==> src/rtl/irq_ack_ctrl.sv <==
// Level interrupt generator: queues single-cycle events in a saturating counter and holds
// irq_out high until acknowledged, then forces a fixed low gap before re-asserting.
module irq_ack_ctrl #(
  parameter int unsigned CNT_W      = 4,
  parameter int unsigned GAP_CYCLES = 4
) (
  input  logic             clk,
  input  logic             rst_n,
  input  logic             irq_pulse_in,
  input  logic             irq_enable,
  input  logic             irq_ack,
  input  logic             clear_overflow,
  output logic             irq_out,
  output logic [CNT_W-1:0] pending_count,
  output logic             overflow
);

  typedef enum logic [1:0] {StIdle, StAssert, StGap} state_e;

  localparam logic [CNT_W-1:0] CntMax  = '1;
  localparam logic [7:0]       GapLoad = 8'(GAP_CYCLES - 1);

  state_e           state_q, state_d;
  logic [CNT_W-1:0] cnt_q, cnt_d;
  logic [7:0]       gap_q, gap_d;
  logic             ovf_q, ovf_d;
  logic             irq_q;

  logic accept, valid_ack, saturate;

  assign accept    = irq_pulse_in & irq_enable;
  assign valid_ack = irq_ack & (state_q == StAssert);
  assign saturate  = accept & ~valid_ack & (cnt_q == CntMax);

  // A simultaneous accepted event and valid acknowledge cancel out.
  always_comb begin
    cnt_d = cnt_q;
    if (accept && !valid_ack && !saturate) begin
      cnt_d = cnt_q + 1'b1;
    end else if (valid_ack && !accept) begin
      cnt_d = cnt_q - 1'b1;
    end
  end

  always_comb begin
    ovf_d = ovf_q;
    if (clear_overflow) ovf_d = 1'b0;
    if (saturate)       ovf_d = 1'b1;
  end

  always_comb begin
    state_d = state_q;
    gap_d   = gap_q;
    unique case (state_q)
      StIdle: begin
        if (cnt_q != '0 && irq_enable) state_d = StAssert;
      end
      StAssert: begin
        if (irq_ack) begin
          state_d = StGap;
          gap_d   = GapLoad;
        end else if (!irq_enable) begin
          state_d = StIdle;
        end
      end
      StGap: begin
        if (gap_q == 8'd0) begin
          state_d = (cnt_q != '0 && irq_enable) ? StAssert : StIdle;
        end else begin
          gap_d = gap_q - 8'd1;
        end
      end
      default: state_d = StIdle;
    endcase
  end

  always_ff @(posedge clk or negedge rst_n) begin
    if (!rst_n) begin
      state_q <= StIdle;
      cnt_q   <= '0;
      gap_q   <= 8'd0;
      ovf_q   <= 1'b0;
      irq_q   <= 1'b0;
    end else begin
      state_q <= state_d;
      cnt_q   <= cnt_d;
      gap_q   <= gap_d;
      ovf_q   <= ovf_d;
      irq_q   <= (state_d == StAssert);
    end
  end

  assign irq_out       = irq_q;
  assign pending_count = cnt_q;
  assign overflow      = ovf_q;

endmodule

==> config.mk <==
export PLATFORM = sky130hd
export DESIGN_NAME = irq_ack_ctrl
export DESIGN_NICKNAME = d
export VERILOG_FILES = /design/src/rtl/irq_ack_ctrl.sv
export SDC_FILE = /design/constraint.sdc
export NUM_CORES = 1
export LEC_CHECK = 0
export CAP_MARGIN = 25
export CORE_UTILIZATION = 50
export DETAILED_ROUTE_END_ITERATION = 12
export GPL_TIMING_DRIVEN = 0
export PLACE_DENSITY = 0.74
export SYNTH_ARGS = -nofsm -noshare
export SYNTH_HDL_FRONTEND = slang
export SYNTH_SLANG_ARGS = --single-unit
export TNS_END_PERCENT = 5
==> constraint.sdc <==
create_clock -name clk -period 2.1 [get_ports clk]
set_input_delay 0.63 -clock clk [delete_from_list [all_inputs] [get_ports clk]]
set_output_delay 0.63 -clock clk [all_outputs]
set_load 0.1 [all_outputs]
# --- After elaboration in Yosys (flattened, before gate mapping) ---
# Index checks and enable logic that the tools add are counted.
word_totals:
  regBits: 16
  latchBits: 0
  ramBits: 0
  mem_bits_ro: 0
  inputBits: 6
  output_inout_bits: 6
  mem_count: 0
classes:
  addsub: 3
  multipliers: 0
  div: 0
  magnitude_cmp: 0
  eq_ne: 6
  shift: 0
  mux: 13
  bitwise: 5
  n_reduce_logical: 14
ops:
  columns: ["cell", "count"]
  rows:
  - ["8-bit two-way mux", 2]
  - ["8-bit case mux with 2 select lines", 1]
  - ["8-bit zero test", 1]
  - ["2-bit two-way mux", 4]
  - ["4-bit two-way mux", 2]
  - ["8-bit by 1-bit subtractor with 8-bit output, second input constant", 1]
  - ["2-bit case mux with 3 select lines", 1]
  - ["2-bit nonzero test", 3]
  - ["4-bit by 1-bit adder with 4-bit output, second input constant", 1]
  - ["1-bit bitwise AND", 4]
  - ["2-bit by 1-bit == test with 1-bit output, second input constant", 2]
  - ["4-bit == test, second input constant", 1]
  - ["1-bit logical AND", 4]
  - ["2-bit != test, second input constant", 2]
  - ["4-bit nonzero test", 1]
  - ["4-bit by 1-bit subtractor with 4-bit output, second input constant", 1]
  - ["1-bit zero test", 3]
  - ["1-bit two-way mux", 3]
  - ["3-bit AND reduction", 1]
  - ["2-bit == test, second input constant", 1]
  - ["2-bit zero test", 1]
  - ["1-bit NOT", 1]

# --- Longest topological paths before layout ---
# Gate-level depths: netlist (run 1).
depth:
  depth_word: 8
  depth_mapped: 7
  depth_no_buf: 7

# --- Least setup slack after synthesis (run 1) ---
# No wires, ideal clock.
synth_timing:
  kind: "flip-flop to flip-flop"
  start: "reg cnt_q[0] (netlist: pending_count[0])"
  end: "reg cnt_q[3] (netlist: pending_count[3])"
  setup_time_ns: 0.162
  t_arrival_ns: 2.334
  setup_slack_ns: -0.397
  stages_incl_launch_ff: 8
  path_buffers: 0
  period_less_slack_ns: 2.497
  cell_sequence: "dfrtp_1 nand4_1 nand4_1 ha_1 a21o_1 a21oi_1 mux2i_1 xor2_1"
synth_between:
  elab_chain_cells: 5
  elab_cells_between_ends: 9
  classes_between: "add/sub: 2; eq/ne: 1; mux: 2; bitwise: 1; reduce/logical: 3"
synth_rtl:
  columns: ["item", "line", "rtl"]
  rows:
  - ["from (decl)", "24", "logic [CNT_W-1:0] cnt_q, cnt_d;"]
  - ["from (signal assigned)", "86", "cnt_q <= cnt_d;"]
  - ["branches (longest 5 deep; another with 4-bit by 1-bit subtractor with 4-bit output)", null, null]
# Several ways; the timed one is not identified. The select of a mux whose other input is x is not followed.
# A chain may end at the register's enable or synchronous reset.

# --- Final worst setup path (run 1) ---
layout_timing:
  start: "reg cnt_q[0] (netlist: pending_count[0])"
  end: "out pending_count[0]"
layout_lines:
  columns: ["item", "line", "rtl"]
  rows:
  - ["to (decl)", "14", "output logic [CNT_W-1:0] pending_count,"]
# No word-level cell between the ends.

==> reports/metrics.cfg, run 1 <==
[critical_path]
cell_with_the_largest_stage_delay_on_the_worst_path=sky130_fd_sc_hd__clkdlybuf4s15_2
slowest_delay_ps=570
reg2reg_depth=7
arrival_ps=1340
worstPathCellList=clkdlybuf4s15_2
cp.required_ps=1470
critical_path.reg2reg.endpoint=pending_count[3]$_DFFE_PN0P_
setup.worst_path.start_class=flop
worst-setup-path-type=reg -> out
endpoint_kind=output port
r2r_setup_slack_ps=190
crit_family=buffers and inverters
cp.buffers_inverters=1
worst_r2r_startpoint=pending_count[1]$_DFFE_PN0P_
cp_max_fo=6

[timing]
worst_pin_slew_ps=704.5
highest_clock_rate_mhz=506.9
fin_tns_setup_ps=0
clock_skew_ps=10.60
fin_worst_hold_slack_ps=505.6
postLayoutSetupSlackWorst_ps=127.1
maxSlewHeadroom_pct=52.88
min_period_over_period_pct=93.95
setup_violations=0
fin_crit_ps=1973
slew_viol_final=0
final_hold_violations=0
rsz_0062_raised_after_global_routing=false

[floorplanning]
die_y_um=43.65
design.portCount=12
std_cell_rows=14
initial_core_utilization_pct=55.62
floorplan.die.width_um=43.65
design.core.area_sq_um=1559
floorplan.die_area_sq_um=1905

[cts]
tritoncts.num_buffers=3
tritoncts=yes
numClockSinks=16
insertion_delay_ps=300
cts_hold_repair.buffers=0
ctsLongestPathBuffers=2
root_buffer_cell=sky130_fd_sc_hd__clkbuf_4
cts.htree.levels=1
cts.clk_slew.worst_paths_ps=100

[routing]
vias=617
viasPerCell=5.460
wl_per_cell_um=14.96
firstDrtPassIters=7
antenna_left=0
drc=1
total_wire_length_after_detailed_routing_um=1690
drt_iter0_markers=8

[power_and_ir_drop]
vdd.ir_drop.worst_v=0.001386
cellLeakagePower_nw=0.4917
total_power_per_unit_cell_area_nw_per_um2=1659
p_total_mw=1.808

[grt]
globalRouteMet2Util_pct=32.24
grt_util_met1_pct=29.95
first_global_vias=621
antenna_found_initial=0
grt_util_met3_pct=3.750
grt_start_max_net_pins=17
wire_length_of_the_first_global_routing_pass_um=2932
busiest_layer=met2
grt_use_total_pct=22.38
grt_overflow_total=0

[synthesis]
synthTopCellsByCount=16 x sky130_fd_sc_hd__dfrtp_1, 6 x sky130_fd_sc_hd__a21oi_1, 6 x sky130_fd_sc_hd__inv_1, 6 x sky130_fd_sc_hd__nand2_1, 5 x sky130_fd_sc_hd__mux2i_1
synthMostInstantiatedCell=sky130_fd_sc_hd__dfrtp_1
synth_area_per_cell_sq_um=10.84
synth-edff-count=0
synth_seq_cells=16
synth_area_leader_cell=sky130_fd_sc_hd__dfrtp_1
synth_area_leaders=sky130_fd_sc_hd__dfrtp_1 46%, sky130_fd_sc_hd__mux2i_1 5.8%, sky130_fd_sc_hd__ha_1 4.3%
synth.yosys.warnings=0
synth_cell_type_count=32
syn-instance-count=80
synth.yosys.seq_area_share_pct=46.18
yosysTopAreaCellShare_pct=46.18
top_flip_flop_cell_by_instance_count_after_synthesis=sky130_fd_sc_hd__dfrtp_1
mappedNetlistArea_sq_um=867.1
ys_async_sr_fraction_pct=100.0
mappedNetlistNets=90

[placed_design]
place_ws_ps=-546.7
hpwlAfterDp_um=1189
placed_area_sq_um=1007
place.port_buffers=11
gpl.final_weighted_congestion=0.8124

[cells_and_area]
antennaDiodeCount=0
flow.area_growth_from_synthesis_pct=25.69
layout-drive-gt1-share_pct=28.87
nNetsFinal=108
fin_area_sq_um=1090

[flow_run]
max-cap-violations=0

[outcome]
violations=DRC
outcome=complete, but fails checks

[min_path]
hold_path_startpoint=pending_count[3]$_DFFE_PN0P_
hold-path-endpoint=pending_count[3]$_DFFE_PN0P_
worstHoldPathCells=1
min-delay-path-class=reg -> reg

==> routing by layer <==
layer	vias up	wire, um
li1	321	-
met1	283	876
met2	8	716
met3	5	41
met4	0	55
met5	-	0
==> cell type report <==
cell class              count  area [sq um]
clock buffers               4         36.28
fillers                   119         469.2
inverters                   6         22.52
multi-input cells          57         459.2
flip-flops and latches     16         410.4
well taps                  16         20.02
repair buffers             14         141.4
==> per-stage QoR <==
stage | util, % | instances
floorplan | - | 80
global placement | 64.61 | 107
detailed placement | 64.61 | 107
CTS | 69.50 | 113
global route | 69.90 | 113
finish | 69.90 | 113
==> flip-flops by register name, indices dropped and copies added (netlist names) <==
name,cells
pending_count,4
overflow,1
gap_q,8
state_q,2
irq_out,1
==> timing repair <==
action	CTS	global route
setup buffers	2	1
pin swaps	2	6
setup endpoints to repair	8	4
resized for setup	20	4
==> cell families (layout without fill, tap and decap cells) <==
group           count (synthesis)  in the layout  synth area share [%]
mux                             7              7                 8.369
compound gates                 15             15                 10.68
xor+xnor                        3              3                 3.031
flops                          16             16                 46.18
simple gates                   28             28                 22.08
fa+ha+maj                       4              4                 6.638
buf+inv                         7             24                 3.030
==> placed cells by master, fill, tap and decap left out, types with 2 or more instances in the layout <==
master / count
sky130_fd_sc_hd__a21oi_1: 5
sky130_fd_sc_hd__a21oi_2: 2
sky130_fd_sc_hd__buf_4: 3
sky130_fd_sc_hd__clkbuf_4: 3
sky130_fd_sc_hd__clkdlybuf4s15_2: 5
sky130_fd_sc_hd__clkdlybuf4s50_1: 2
sky130_fd_sc_hd__dfrtp_1: 12
sky130_fd_sc_hd__dfrtp_2: 2
sky130_fd_sc_hd__dfrtp_4: 2
sky130_fd_sc_hd__dlymetal6s2s_1: 3
sky130_fd_sc_hd__ha_1: 2
sky130_fd_sc_hd__inv_1: 6
sky130_fd_sc_hd__mux2_2: 2
sky130_fd_sc_hd__mux2i_1: 5
sky130_fd_sc_hd__nand2_1: 6
sky130_fd_sc_hd__nand3b_1: 2
sky130_fd_sc_hd__nand4_1: 2
sky130_fd_sc_hd__nor2_1: 3
sky130_fd_sc_hd__o21ai_0: 3
sky130_fd_sc_hd__or3_1: 2
sky130_fd_sc_hd__or4_1: 3
sky130_fd_sc_hd__xor2_1: 3
==> worst max path at each step <==
stage	end	startpoint	slack (ps)	depth (start not counted)
after global routing	pending_count[0]	pending_count[0]$_DFFE_PN0P_	100	1
after CTS	pending_count[3]$_DFFE_PN0P_	irq_ack	-50	8
final	pending_count[0]	pending_count[0]$_DFFE_PN0P_	130	1
after detailed placement	pending_count[3]$_DFFE_PN0P_	irq_ack	-550	8
after global placement	pending_count[3]$_DFFE_PN0P_	irq_ack	-540	8
after floorplan	pending_count[3]$_DFFE_PN0P_	pending_count[2]$_DFFE_PN0P_	2	7
==> power breakdown <==
| group | internal (mW) | leakage, nW | switching, mW |
|---|---|---|---|
| combinational | 0.350 | 0.272 | 0.646 |
| sequential | 0.447 | 0.198 | 0.154 |
| clock | 0.106 | 0.0210 | 0.106 |
Power figures use the tool's default switching activity.
==> run 2, diff against run 1 <==
Settings changed: CORE_UTILIZATION 50 to 30, PLACE_DENSITY 0.74 to default.
==> reports/metrics.cfg, run 2 (same netlist as run 1, synthesis figures left out) <==
[cells_and_area]
finalCoreUtilization_pct=39.02  ; -31 points
layout-drive-gt1-share_pct=26.80  ; -2.1 points
n_fill_cell=288  ; +140%
antennaDiodeCount=0  ; unchanged
nNetsFinal=108  ; unchanged
fin_area_sq_um=1076  ; -1.3%
flow.area_growth_from_synthesis_pct=24.10
top_register=gap_q
layout.cells.most_common=sky130_fd_sc_hd__dfrtp_1
largest_register_ff_count=8  ; unchanged
final_cell_mix=12 x sky130_fd_sc_hd__dfrtp_1, 6 x sky130_fd_sc_hd__inv_1, 6 x sky130_fd_sc_hd__nand2_1

[cts]
root_buffer_cell=sky130_fd_sc_hd__clkbuf_4
cts.htree.levels=1  ; unchanged
cts_hold_repair.buffers=0  ; unchanged
ctsLongestPathBuffers=2  ; unchanged
cts.clk_slew.worst_paths_ps=90  ; about the same
tritoncts=yes
numClockSinks=16  ; unchanged
tritoncts.num_buffers=3  ; unchanged
insertion_delay_ps=300  ; about the same

[power_and_ir_drop]
cellLeakagePower_nw=0.4653  ; -5.4%
seqPwrFrac_pct=33.8  ; +0.6 points
power_report.internal_total_mw=0.8718  ; -3.4%
pwr-share-clk_pct=12.0  ; +0.3 points
total_switching_power_mw=0.8990  ; -0.71%
vdd.ir_drop.worst_v=0.001107  ; -20%
p_total_mw=1.771  ; -2.1%
netSwitchingFraction_pct=50.77  ; +0.70 points
pwr-share-comb_pct=54.2  ; -0.9 points
total_power_per_unit_cell_area_nw_per_um2=1646  ; -0.82%

[critical_path]
crit_family=buffers and inverters
cell_with_the_largest_stage_delay_on_the_worst_path=sky130_fd_sc_hd__clkdlybuf4s50_1
worst-setup-path-type=in -> reg
cp.buffers_inverters=1  ; unchanged
endpoint_kind=flop
setup.worst_path.start_class=primary input
cp_max_fo=3  ; -3
arrival_ps=2320  ; +980 ps
slowest_delay_ps=500  ; -70 ps
worstPathCellList=clkdlybuf4s50_1 -> nand4_1 -> ha_1 -> a21o_1 -> a21oi_2 -> mux2i_1 -> xor2_1
cp.required_ps=2310  ; +840 ps

[timing]
postLayoutSetupSlackWorst_ps=-3.171  ; -130.2 ps
worst_pin_slew_ps=712.7  ; +8.167 ps
highest_clock_rate_mhz=475.5  ; -6.2%
rsz_0062_raised_after_global_routing=true
min_period_over_period_pct=100.2  ; +6.2 points
slew_viol_final=0  ; unchanged
setup_violations=1  ; +1
final_hold_violations=0  ; unchanged
maxSlewHeadroom_pct=52.34  ; -0.55 points
fin_crit_ps=2103  ; +130.2 ps
clock_skew_ps=10.42  ; -0.1733 ps

[flow_run]
max-cap-violations=0  ; unchanged

[floorplanning]
floorplan.die.width_um=55.76  ; +28%
design.portCount=12  ; unchanged
std_cell_rows=19  ; +5
design.core.area_sq_um=2758  ; +77%
initial_core_utilization_pct=31.44  ; -24 points
die_y_um=55.76  ; +28%
floorplan.die_area_sq_um=3109  ; +63%

[placed_design]
hpwlAfterDp_um=1315  ; +11%
placed_area_sq_um=1026  ; +1.9%
gpl.final_weighted_congestion=0.7197  ; -11%
place_ws_ps=-611.3  ; -64.57 ps
place.port_buffers=11  ; unchanged

[min_path]
min-delay-path-class=reg -> reg

[routing]
vias=666  ; +7.9%
wl_per_cell_um=13.84  ; -7.5%
antenna_left=0  ; unchanged
firstDrtPassIters=4  ; -3
drc=0  ; -1
total_wire_length_after_detailed_routing_um=1771  ; +4.8%
drt_iter0_markers=11  ; +3
viasPerCell=5.203  ; -4.7%

[grt]
grt_use_total_pct=13.59  ; -8.8 points
wire_length_of_the_first_global_routing_pass_um=3243  ; +11%
grt_overflow_total=0  ; unchanged
first_global_vias=702  ; +13%
grt_start_max_net_pins=17  ; unchanged
antenna_found_initial=0  ; unchanged

[outcome]
outcome=complete, but fails checks
violations=setup timing

[run 2: layout make-up]
type / count / area, sq um / share of cell area [%]
buffer: 1 / 5.005 / 0.4651
inverter: 6 / 22.52 / 2.093
sequential: 16 / 410.4 / 38.14
timing repair buffer: 13 / 118.9 / 11.05
multi-input combinational: 57 / 444.2 / 41.28
tap: 31 / 38.79 / 3.605
clock buffer: 4 / 36.28 / 3.372
[run 2: power groups by stage]
stage | logic, mW | registers [mW] | clock network, mW
final | 0.960 | 0.599 | 0.212
after global placement | 0.942 | 0.600 | 0
after global routing | 1.04 | 0.630 | 0.239
after CTS | 0.978 | 0.599 | 0.219
after floorplan | 0.408 | 0.930 | 0
after detailed placement | 0.976 | 0.602 | 0
[run 2: worst paths after layout]
check,startpoint,to,slack (ps),cells after the start
max,irq_enable,pending_count[3]$_DFFE_PN0P_,-3,7
min,pending_count[3]$_DFFE_PN0P_,pending_count[3]$_DFFE_PN0P_,500,1
max reg2reg,state_q[1]$_DFF_PN0_,pending_count[3]$_DFFE_PN0P_,170,7
min reg2reg,pending_count[3]$_DFFE_PN0P_,pending_count[3]$_DFFE_PN0P_,500,1
max in group asynchronous,rst_n,pending_count[1]$_DFFE_PN0P_,820,1
min in group asynchronous,rst_n,gap_q[3]$_DFFE_PN0P_,750,1
[run 2: per-stage QoR]
step	instances	hold slack, ps	setup TNS (ps)
2_1_floorplan	80	334.4	0
3_3_place_gp	122	486.0	-1529
3_5_place_dp	122	484.2	-1696
4_1_cts	128	501.0	-98.69
5_1_grt	128	516.2	-69.53
6_report	128	499.7	-3.171
[run 2: per-layer routing]
metal  up-vias  GRT usage, %  wire length (um)
met2        15         22.03               868
li1        324             -                 -
met3         0         5.581                86
met1       327         17.01               816
met4         0         2.857                 0
met5         -             0                 0
[run 2: repair_timing]
item / in CTS / in global routing
gates cloned: 0 / 0
endpoints found under the setup margin: 9 / 3
pin swaps: 1 / 1
setup buffers: 2 / 0
gates resized for setup: 18 / 3
